[src/rtl/ui_pix_fmt_conv.sv]
// Streaming RGB565<->RGB888 converter: two-stage valid/ready pipeline with per-frame mode latching.
// Define UI_PIX_DITHER_EN to build the x/y position counters and 2x2 ordered dither for mode 3.
module ui_pix_fmt_conv #(
  parameter bit COMPLEMENT_ENABLE = 1'b1,
  parameter int XY_W              = 12
) (
  input  logic        clk,
  input  logic        rst,
  input  logic [1:0]  cfg_mode,
  input  logic        in_valid,
  output logic        in_ready,
  input  logic [23:0] in_data,
  input  logic        in_sof,
  input  logic        in_eol,
  output logic        out_valid,
  input  logic        out_ready,
  output logic [23:0] out_data,
  output logic        out_sof,
  output logic        out_eol
);

  logic        en, accept;
  logic [1:0]  active_mode_q, active_mode_d, beat_mode;
  logic [3:0]  rb_add;
  logic [2:0]  g_add;
  logic [23:0] expanded;

  logic        s1_valid_q, s1_valid_d, s1_sof_q, s1_sof_d, s1_eol_q, s1_eol_d;
  logic [1:0]  s1_mode_q, s1_mode_d;
  logic [23:0] s1_data_q, s1_data_d;
  logic [3:0]  s1_rb_add_q, s1_rb_add_d;
  logic [2:0]  s1_g_add_q, s1_g_add_d;

  logic        out_valid_q, out_valid_d, out_sof_q, out_sof_d, out_eol_q, out_eol_d;
  logic [23:0] out_data_q, out_data_d;

  logic [8:0]  r_sum, g_sum, b_sum;
  logic [4:0]  r_sat, b_sat;
  logic [5:0]  g_sat;

  assign en        = out_ready | ~out_valid_q;
  assign in_ready  = en;
  assign accept    = in_valid & en;
  assign out_valid = out_valid_q;
  assign out_data  = out_data_q;
  assign out_sof   = out_sof_q;
  assign out_eol   = out_eol_q;

`ifdef UI_PIX_DITHER_EN
  logic [XY_W-1:0] x_q, x_d, y_q, y_d, beat_x, beat_y;
  logic [1:0]      bayer;

  // The sof beat itself sits at (0,0) regardless of where the counters were left.
  always_comb begin
    beat_x = in_sof ? '0 : x_q;
    beat_y = in_sof ? '0 : y_q;
    x_d    = x_q;
    y_d    = y_q;
    if (accept) begin
      if (in_eol) begin
        x_d = '0;
        y_d = beat_y + XY_W'(1);
      end else begin
        x_d = beat_x + XY_W'(1);
        y_d = beat_y;
      end
    end
    case ({beat_y[0], beat_x[0]})
      2'b00:   bayer = 2'd0;
      2'b01:   bayer = 2'd2;
      2'b10:   bayer = 2'd3;
      default: bayer = 2'd1;
    endcase
    if (beat_mode == 2'd3) begin
      rb_add = {1'b0, bayer, 1'b0};
      g_add  = {1'b0, bayer};
    end else begin
      rb_add = 4'd4;
      g_add  = 3'd2;
    end
  end
`else
  always_comb begin
    rb_add = 4'd4;
    g_add  = 3'd2;
  end
`endif

  always_comb begin
    beat_mode     = in_sof ? cfg_mode : active_mode_q;
    active_mode_d = active_mode_q;
    if (accept && in_sof) active_mode_d = cfg_mode;

    expanded = COMPLEMENT_ENABLE
             ? {in_data[15:11], in_data[15:13], in_data[10:5], in_data[10:9],
                in_data[4:0], in_data[4:2]}
             : {in_data[15:11], 3'b000, in_data[10:5], 2'b00, in_data[4:0], 3'b000};

    s1_valid_d  = s1_valid_q;
    s1_sof_d    = s1_sof_q;
    s1_eol_d    = s1_eol_q;
    s1_mode_d   = s1_mode_q;
    s1_data_d   = s1_data_q;
    s1_rb_add_d = s1_rb_add_q;
    s1_g_add_d  = s1_g_add_q;
    if (en) begin
      s1_valid_d  = in_valid;
      s1_sof_d    = in_valid & in_sof;
      s1_eol_d    = in_valid & in_eol;
      s1_mode_d   = beat_mode;
      s1_data_d   = (beat_mode == 2'd1) ? expanded : in_data;
      s1_rb_add_d = rb_add;
      s1_g_add_d  = g_add;
    end
  end

  // Sums carry one extra bit so an overflow past the field maximum saturates instead of wrapping.
  always_comb begin
    r_sum = {1'b0, s1_data_q[23:16]} + {5'b0, s1_rb_add_q};
    g_sum = {1'b0, s1_data_q[15:8]}  + {6'b0, s1_g_add_q};
    b_sum = {1'b0, s1_data_q[7:0]}   + {5'b0, s1_rb_add_q};
    r_sat = r_sum[8] ? 5'h1f : r_sum[7:3];
    g_sat = g_sum[8] ? 6'h3f : g_sum[7:2];
    b_sat = b_sum[8] ? 5'h1f : b_sum[7:3];

    out_valid_d = out_valid_q;
    out_sof_d   = out_sof_q;
    out_eol_d   = out_eol_q;
    out_data_d  = out_data_q;
    if (en) begin
      out_valid_d = s1_valid_q;
      out_sof_d   = s1_sof_q;
      out_eol_d   = s1_eol_q;
      out_data_d  = s1_mode_q[1] ? {8'h00, r_sat, g_sat, b_sat} : s1_data_q;
    end
  end

  always_ff @(posedge clk) begin
    if (rst) begin
      active_mode_q <= 2'd0;
      s1_valid_q    <= 1'b0;
      s1_sof_q      <= 1'b0;
      s1_eol_q      <= 1'b0;
      s1_mode_q     <= 2'd0;
      s1_data_q     <= '0;
      s1_rb_add_q   <= '0;
      s1_g_add_q    <= '0;
      out_valid_q   <= 1'b0;
      out_sof_q     <= 1'b0;
      out_eol_q     <= 1'b0;
      out_data_q    <= '0;
`ifdef UI_PIX_DITHER_EN
      x_q           <= '0;
      y_q           <= '0;
`endif
    end else begin
      active_mode_q <= active_mode_d;
      s1_valid_q    <= s1_valid_d;
      s1_sof_q      <= s1_sof_d;
      s1_eol_q      <= s1_eol_d;
      s1_mode_q     <= s1_mode_d;
      s1_data_q     <= s1_data_d;
      s1_rb_add_q   <= s1_rb_add_d;
      s1_g_add_q    <= s1_g_add_d;
      out_valid_q   <= out_valid_d;
      out_sof_q     <= out_sof_d;
      out_eol_q     <= out_eol_d;
      out_data_q    <= out_data_d;
`ifdef UI_PIX_DITHER_EN
      x_q           <= x_d;
      y_q           <= y_d;
`endif
    end
  end

endmodule

[config.mk]
export PLATFORM = sky130hd
export DESIGN_NAME = ui_pix_fmt_conv
export DESIGN_NICKNAME = d
export VERILOG_FILES = /design/src/rtl/ui_pix_fmt_conv.sv
export SDC_FILE = /design/constraint.sdc
export NUM_CORES = 1
export LEC_CHECK = 0
export ABC_AREA = 1
export BUFFER_PORTS_ARGS = -buffer_cell sky130_fd_sc_hd__buf_2
export CAP_MARGIN = 30
export CELL_PAD_IN_SITES_DETAIL_PLACEMENT = 0
export CELL_PAD_IN_SITES_GLOBAL_PLACEMENT = 1
export CORE_MARGIN = 2
export CORE_UTILIZATION = 41
export CTS_CLUSTER_SIZE = 40
export DETAILED_ROUTE_END_ITERATION = 8
export GPL_TIMING_DRIVEN = 0
export PLACE_DENSITY_LB_ADDON = 0.1
export SYNTH_ARGS = -nofsm -noshare
export SYNTH_HDL_FRONTEND = slang
export SYNTH_SLANG_ARGS = --single-unit
[constraint.sdc]
create_clock -name clk -period 3.21 [get_ports clk]
set_input_delay 0.321 -clock clk [delete_from_list [all_inputs] [get_ports clk]]
set_output_delay 0.321 -clock clk [all_outputs]
set_load 0.005 [all_outputs]
==> impl_metrics.env, run 1 <==
export IMPL_fmax_ghz=0.5566
export IMPL_wl_mm=7.865
export IMPL_outcome="complete, no violations"
export IMPL_finalMaxSlewViolations=0
export IMPL_cts_hold_buf=0
export IMPL_die_x_um=88.02
export IMPL_hpwl_mm=5.967
export IMPL_dp_slack_ns=1.576
export IMPL_die_h_um=88.02
export IMPL_cts_buffers=9
export IMPL_root_buffer="clkbuf_8"
export IMPL_vias=2836
export IMPL_cp_required_ns=2.89
export IMPL_avgSynthCellArea_um2=6.826
export IMPL_rr_startpoint="out_valid"
export IMPL_start_util=0.4260
export IMPL_post_drt_wl_per_cell_um=13.24
export IMPL_via_per_inst=4.774
export IMPL_p_int_w=0.001309
export IMPL_postCtsResizedCells=0
export IMPL_cts_sinks=58
export IMPL_critPathLaunch="out_valid"
export IMPL_hold_class="in2reg"
export IMPL_ys_ff_latch=58
export IMPL_pwr_share_comb=0.150
export IMPL_power_frac_seq=0.461
export IMPL_p_leak_nw=1.839
export IMPL_place_area_mm2=0.003309
export IMPL_synth_distinct_cells=23
export IMPL_total_power_w=0.001794
export IMPL_p_clk_frac=0.389
export IMPL_synth_fp_nets=459
export IMPL_track_usage=0.2158
export IMPL_synth_warnings=0
export IMPL_area_growth_pct=21.40
export IMPL_core_mm2=0.006794
export IMPL_detail_route_drc_violations=0
export IMPL_ys_seq_area_frac=0.4012
export IMPL_finalCritPeriodShare=0.5597
export IMPL_pin_count=60
export IMPL_drv_cap=0
export IMPL_power_switching_share=0.2704
export IMPL_antenna_left=0
export IMPL_antenna_cells=0
export IMPL_final_area_mm2=0.003513
export IMPL_cts_setup_buffers=0
export IMPL_drive_gt1_frac=0.1807
export IMPL_grt_pass1_wl_mm=12.62
export IMPL_fin_crit_ns=1.797
export IMPL_reg2reg_setup_slack_ns=1.65
export IMPL_finClkSkew_ns=0.006026
export IMPL_end_kind="primary output"
export IMPL_die_area_mm2=0.007747
export IMPL_worst_pin_slew_ns=0.6110
export IMPL_htree_levels=3
export IMPL_rows=30
export IMPL_grt_max_degree=11
export IMPL_syn_inst=424
export IMPL_rsz0062_at_grt="false"
export IMPL_ir_drop_uv=192.5
export IMPL_power_density_mw_per_mm2=510.7
export IMPL_hold_slack_ns=0.1898
export IMPL_first_pass_iters=4
export IMPL_startpoint_type="register"
export IMPL_r2r_cells=8
export IMPL_fin_setup_tns_ns=0
export IMPL_endpoint="in_ready"
export IMPL_timing_final_ws_setup_ns=1.413
export IMPL_clk_pin_slew_ns=0.06
export IMPL_gp_congestion=0.8746
export IMPL_grt_pass1_vias=2516
export IMPL_syn_cell_area_mm2=0.002894
export IMPL_grt_overflow_total=0
export IMPL_p_sw_w=0.0004852
export IMPL_arrival_ns=1.48
export IMPL_worstSetupPathType="reg2out"
export IMPL_dr_first_iter_drc_count=141
export IMPL_portBuffers=59
export IMPL_finalHoldViolations=0
export IMPL_clk_latency_ns=0.34
export IMPL_setup_violations=0
export IMPL_cts_path_max_buffers=2
export IMPL_path_max_fanout=10
export IMPL_antenna_found_initial=0
export IMPL_relSlewSlack=0.5926
export IMPL_rr_endpoint="s1_data_q[5]"
export IMPL_fin_nets=529
export IMPL_cts_tree="yes"
[state kept, by name, indices dropped and copies added, names as in the netlist]
name and cells:
active_mode_q 2, out_data 24, out_eol 1, out_sof 1, out_valid 1, s1_data_q 24, s1_eol_q 1, s1_mode_q 1
s1_rb_add_q 1, s1_sof_q 1, s1_valid_q 1
[cell usage in the layout (no fill, tap or decap), types with 2 or more instances in the layout]
cell type / synthesis / layout
nand2_1: 81 / 81
o21ai_0: 69 / 69
inv_1: 64 / 64
buf_2: 2 / 61
dfxtp_1: 58 / 58
nor2_1: 32 / 32
a21oi_1: 28 / 28
nand3_1: 24 / 24
o21bai_1: 23 / 23
clkbuf_1: 15 / 16
clkbuf_8: 0 / 12
a31oi_1: 5 / 5
or2_2: 5 / 5
buf_6: 4 / 4
ha_1: 3 / 3
nand4_1: 2 / 2
o21ai_2: 2 / 2
[through the flow]
step / util / cells
2_1_floorplan: - / 424
3_3_place_gp: 0.4871 / 579
3_5_place_dp: 0.4871 / 579
4_1_cts: 0.5171 / 594
5_1_grt: 0.5171 / 594
6_report: 0.5171 / 594
[power by group through the flow]
stage	Clock [W]	Combinational (W)	Sequential, W
CTS	0.000706	0.000271	0.000827
floorplan	0	0.000172	0.000830
finish	0.000698	0.000269	0.000827
global route	0.000740	0.000312	0.000835
detailed placement	0	0.000269	0.000843
global placement	0	0.000267	0.000842
[layout make-up]
cell class / instances / area [µm²]
buffer: 22 / 115.1
clock buffer: 13 / 168.9
clock inverter: 2 / 35.03
fill: 699 / 3281
inverter: 66 / 250.2
multi-input combinational: 278 / 1368
sequential: 58 / 1161
tap: 96 / 120.1
timing repair buffer: 59 / 295.3
[cells in the mapped netlist (all sizes together)]
cell	count	area share
or2	5	0.011
nand2	82	0.11
nor2	33	0.044
xnor2	1	0.0030
nand4	2	0.0043
o21ai	71	0.13
clkbuf	15	0.019
o21bai	23	0.060
a31oi	5	0.011
nand3	24	0.042
dfxtp	58	0.40
a21oi	28	0.048
xor2	1	0.0030
inv	66	0.086
ha	3	0.013
buf	7	0.020
[layer usage]
layer | global-route usage | vias to the layer above | wire length, µm
met5 | 0 | - | 0
met4 | 0.06198 | 0 | 97
met3 | 0.04807 | 8 | 494
met2 | 0.3230 | 74 | 3383
met1 | 0.3116 | 1253 | 3890
li1 | - | 1501 | -
[worst max-delay path: stages, from the launching register on]
cell	delay, ns
dfxtp_1	0.31
inv_1	0.06
nor2_2	0.05
inv_2	0.06
buf_6	0.13
clkbuf_1	0.35
buf_2	0.19
[logic make-up (layout without fill, tap and decap cells)]
kind of cell	count (synthesis)	count (layout)	synth area share
adders and majority gates	3	3	0.01297
buffers and inverters	88	162	0.1262
AOI/OAI and AO/OA	127	127	0.2443
xor gates and xnor gates	2	2	0.006054
DFF	58	58	0.4012
and+or+nand+nor	146	146	0.2093
[how the worst min path moves through the flow]
stage / start / endpoint / slack (ns) / cells after the start
floorplan: rst / out_data[23] / 0.39 / 1
global placement: out_data[23] / out_data[23] / 0.45 / 2
detailed placement: out_data[19] / out_data[19] / 0.45 / 2
CTS: rst / out_data[23] / 0.18 / 2
global route: rst / out_data[23] / 0.20 / 2
finish: rst / out_data[23] / 0.19 / 2
Note: power is estimated with default switching activity, not from simulation.
==> run 2: changes to the inputs <==
--- a/config.mk
+++ b/config.mk
@@ -11,7 +11,7 @@
 export CELL_PAD_IN_SITES_DETAIL_PLACEMENT = 0
 export CELL_PAD_IN_SITES_GLOBAL_PLACEMENT = 1
 export CORE_MARGIN = 2
-export CORE_UTILIZATION = 41
+export CORE_UTILIZATION = 38
 export CTS_CLUSTER_SIZE = 40
 export DETAILED_ROUTE_END_ITERATION = 8
 export GPL_TIMING_DRIVEN = 0
==> constraint.sdc (replaced) <==
create_clock -name clk -period 1.7 [get_ports clk]
set_input_delay 0.17 -clock clk [delete_from_list [all_inputs] [get_ports clk]]
set_output_delay 0.17 -clock clk [all_outputs]
set_load 0.005 [all_outputs]
==> impl_metrics.env, run 2 (synthesis results as in run 1) <==
export IMPL_relSlewSlack=0.6348
export IMPL_grt_pass1_wl_mm=12.97
export IMPL_hpwl_mm=5.860
export IMPL_cts_sinks=58
export IMPL_wl_mm=7.908
export IMPL_crit_path_cell_trace="inv_1 > nor2_2 > inv_2 > buf_6 > clkbuf_2 > buf_2"
export IMPL_htree_levels=3
export IMPL_fmax_ghz=0.6462
export IMPL_grt_max_degree=11
export IMPL_die_x_um=91.27
export IMPL_grt_pass1_vias=2634
export IMPL_cp_required_ns=1.53
export IMPL_track_usage=0.1999
export IMPL_critPathLaunch="out_valid"
export IMPL_detail_route_drc_violations=0
export IMPL_worstSetupPathType="reg2out"
export IMPL_antenna_cells=0
export IMPL_post_drt_wl_per_cell_um=13.25
export IMPL_clk_latency_ns=0.34
export IMPL_cts_hold_buf=0
export IMPL_outcome="complete, no violations"
export IMPL_via_per_inst=4.724
export IMPL_p_leak_nw=1.815
export IMPL_ir_drop_uv=331.4
export IMPL_cts_setup_buffers=0
export IMPL_hold_class="in2reg"
export IMPL_power_density_mw_per_mm2=896.5
export IMPL_finClkSkew_ns=0.01150
export IMPL_drv_cap=0
export IMPL_fin_setup_tns_ns=0
export IMPL_root_buffer="clkbuf_8"
export IMPL_antenna_left=0
export IMPL_pin_count=60
export IMPL_final_cells=597
export IMPL_start_util=0.3948
export IMPL_cts_path_max_buffers=2
export IMPL_antenna_found_initial=0
export IMPL_cts_buffers=9
export IMPL_cpPeakStageDelay_ns=0.33
export IMPL_startpoint_type="register"
export IMPL_total_power_w=0.003109
export IMPL_rsz0062_at_grt="false"
export IMPL_path_buf_inv=5
export IMPL_dr_first_iter_drc_count=135
export IMPL_fin_nets=529
export IMPL_rr_startpoint="s1_rb_add_q[2]"
export IMPL_critPathTopFamily="buffers and inverters"
export IMPL_layout_commonest_cell="nand2_1"
export IMPL_fin_crit_ns=1.547
export IMPL_finalMaxSlewViolations=0
export IMPL_first_pass_iters=4
export IMPL_arrival_ns=1.38
export IMPL_worstHoldPathCells=2
export IMPL_place_area_mm2=0.003313
export IMPL_final_area_mm2=0.003468
export IMPL_worst_pin_slew_ns=0.5477
export IMPL_grt_overflow_total=0
export IMPL_worst_hold_startpoint="rst"
export IMPL_worst_path_max_delay_cell="dfxtp_1"
export IMPL_die_area_mm2=0.008330
export IMPL_crit_cells=6
export IMPL_die_h_um=91.27
export IMPL_portBuffers=59
export IMPL_final_cell_mix="nand2_1 (81), o21ai_0 (69), inv_1 (64)"
export IMPL_path_max_fanout=10
export IMPL_postCtsResizedCells=0
export IMPL_core_mm2=0.007331
export IMPL_vias=2820
export IMPL_r2r_cells=8
export IMPL_rows=31
export IMPL_cts_tree="yes"
export IMPL_drive_gt1_frac=0.1807
export IMPL_gp_congestion=0.8137
export IMPL_dp_cells=582
export IMPL_clk_pin_slew_ns=0.07
export IMPL_finalCritPeriodShare=0.9103
export IMPL_area_growth_pct=19.84
export IMPL_setup_violations=0
export IMPL_finalHoldViolations=0
export IMPL_end_kind="primary output"
[run 2: cell types whose count changed in the layout (fill, tap and decap cells not counted)]
cell        before  now
clkbuf_2         0    2
clkinvlp_4       0    1
clkbuf_8        12    9
bufinv_16        1    0
clkinv_2         1    2
[run 2: layout make-up]
| cell class | count | area, µm² |
|---|---|---|
| Clock inverter | 3 | 17.52 |
| Timing Repair Buffer | 59 | 295.3 |
| Multi-Input combinational cell | 278 | 1368 |
| Fill cell | 810 | 3862 |
| Tap cell | 99 | 123.9 |
| Inverter | 66 | 250.2 |
| Clock buffer | 12 | 135.1 |
| Sequential cell | 58 | 1161 |
| Buffer | 22 | 117.6 |
[run 2: worst paths after layout]
kind / endpoint / slack, ns
setup reg to reg: out_data[8] / 0.17
setup / recovery: in_ready / 0.15
hold / removal: out_data[23] / 0.03
hold reg to reg: out_data[17] / 0.46
[run 2: report_power, final]
part | total, W | leakage, nW | switching [W] | internal (W)
logic | 0.000506 | 1.26 | 0.000292 | 0.000214
registers | 0.00156 | 0.480 | 0.0000921 | 0.00147
clock network | 0.00104 | 0.0762 | 0.000524 | 0.000516
[run 2: layer usage]
layer / up-vias / GRT usage / share of wire
li1: 1501 / - / -
met1: 1224 / 0.2856 / 0.49
met2: 84 / 0.2901 / 0.42
met3: 11 / 0.04979 / 0.074
met4: 0 / 0.07197 / 0.014
met5: - / 0 / 0
[run 2: per-stage QoR]
stage / utilization / hold slack (ns) / setup WS [ns]
2_1_floorplan: - / 0.2391 / 0.4530
3_3_place_gp: 0.4520 / 0.3765 / 0.1250
3_5_place_dp: 0.4520 / 0.3815 / 0.1449
4_1_cts: 0.4728 / 0.02025 / 0.02013
5_1_grt: 0.4731 / 0.02692 / 0.02006
6_report: 0.4731 / 0.03101 / 0.1525
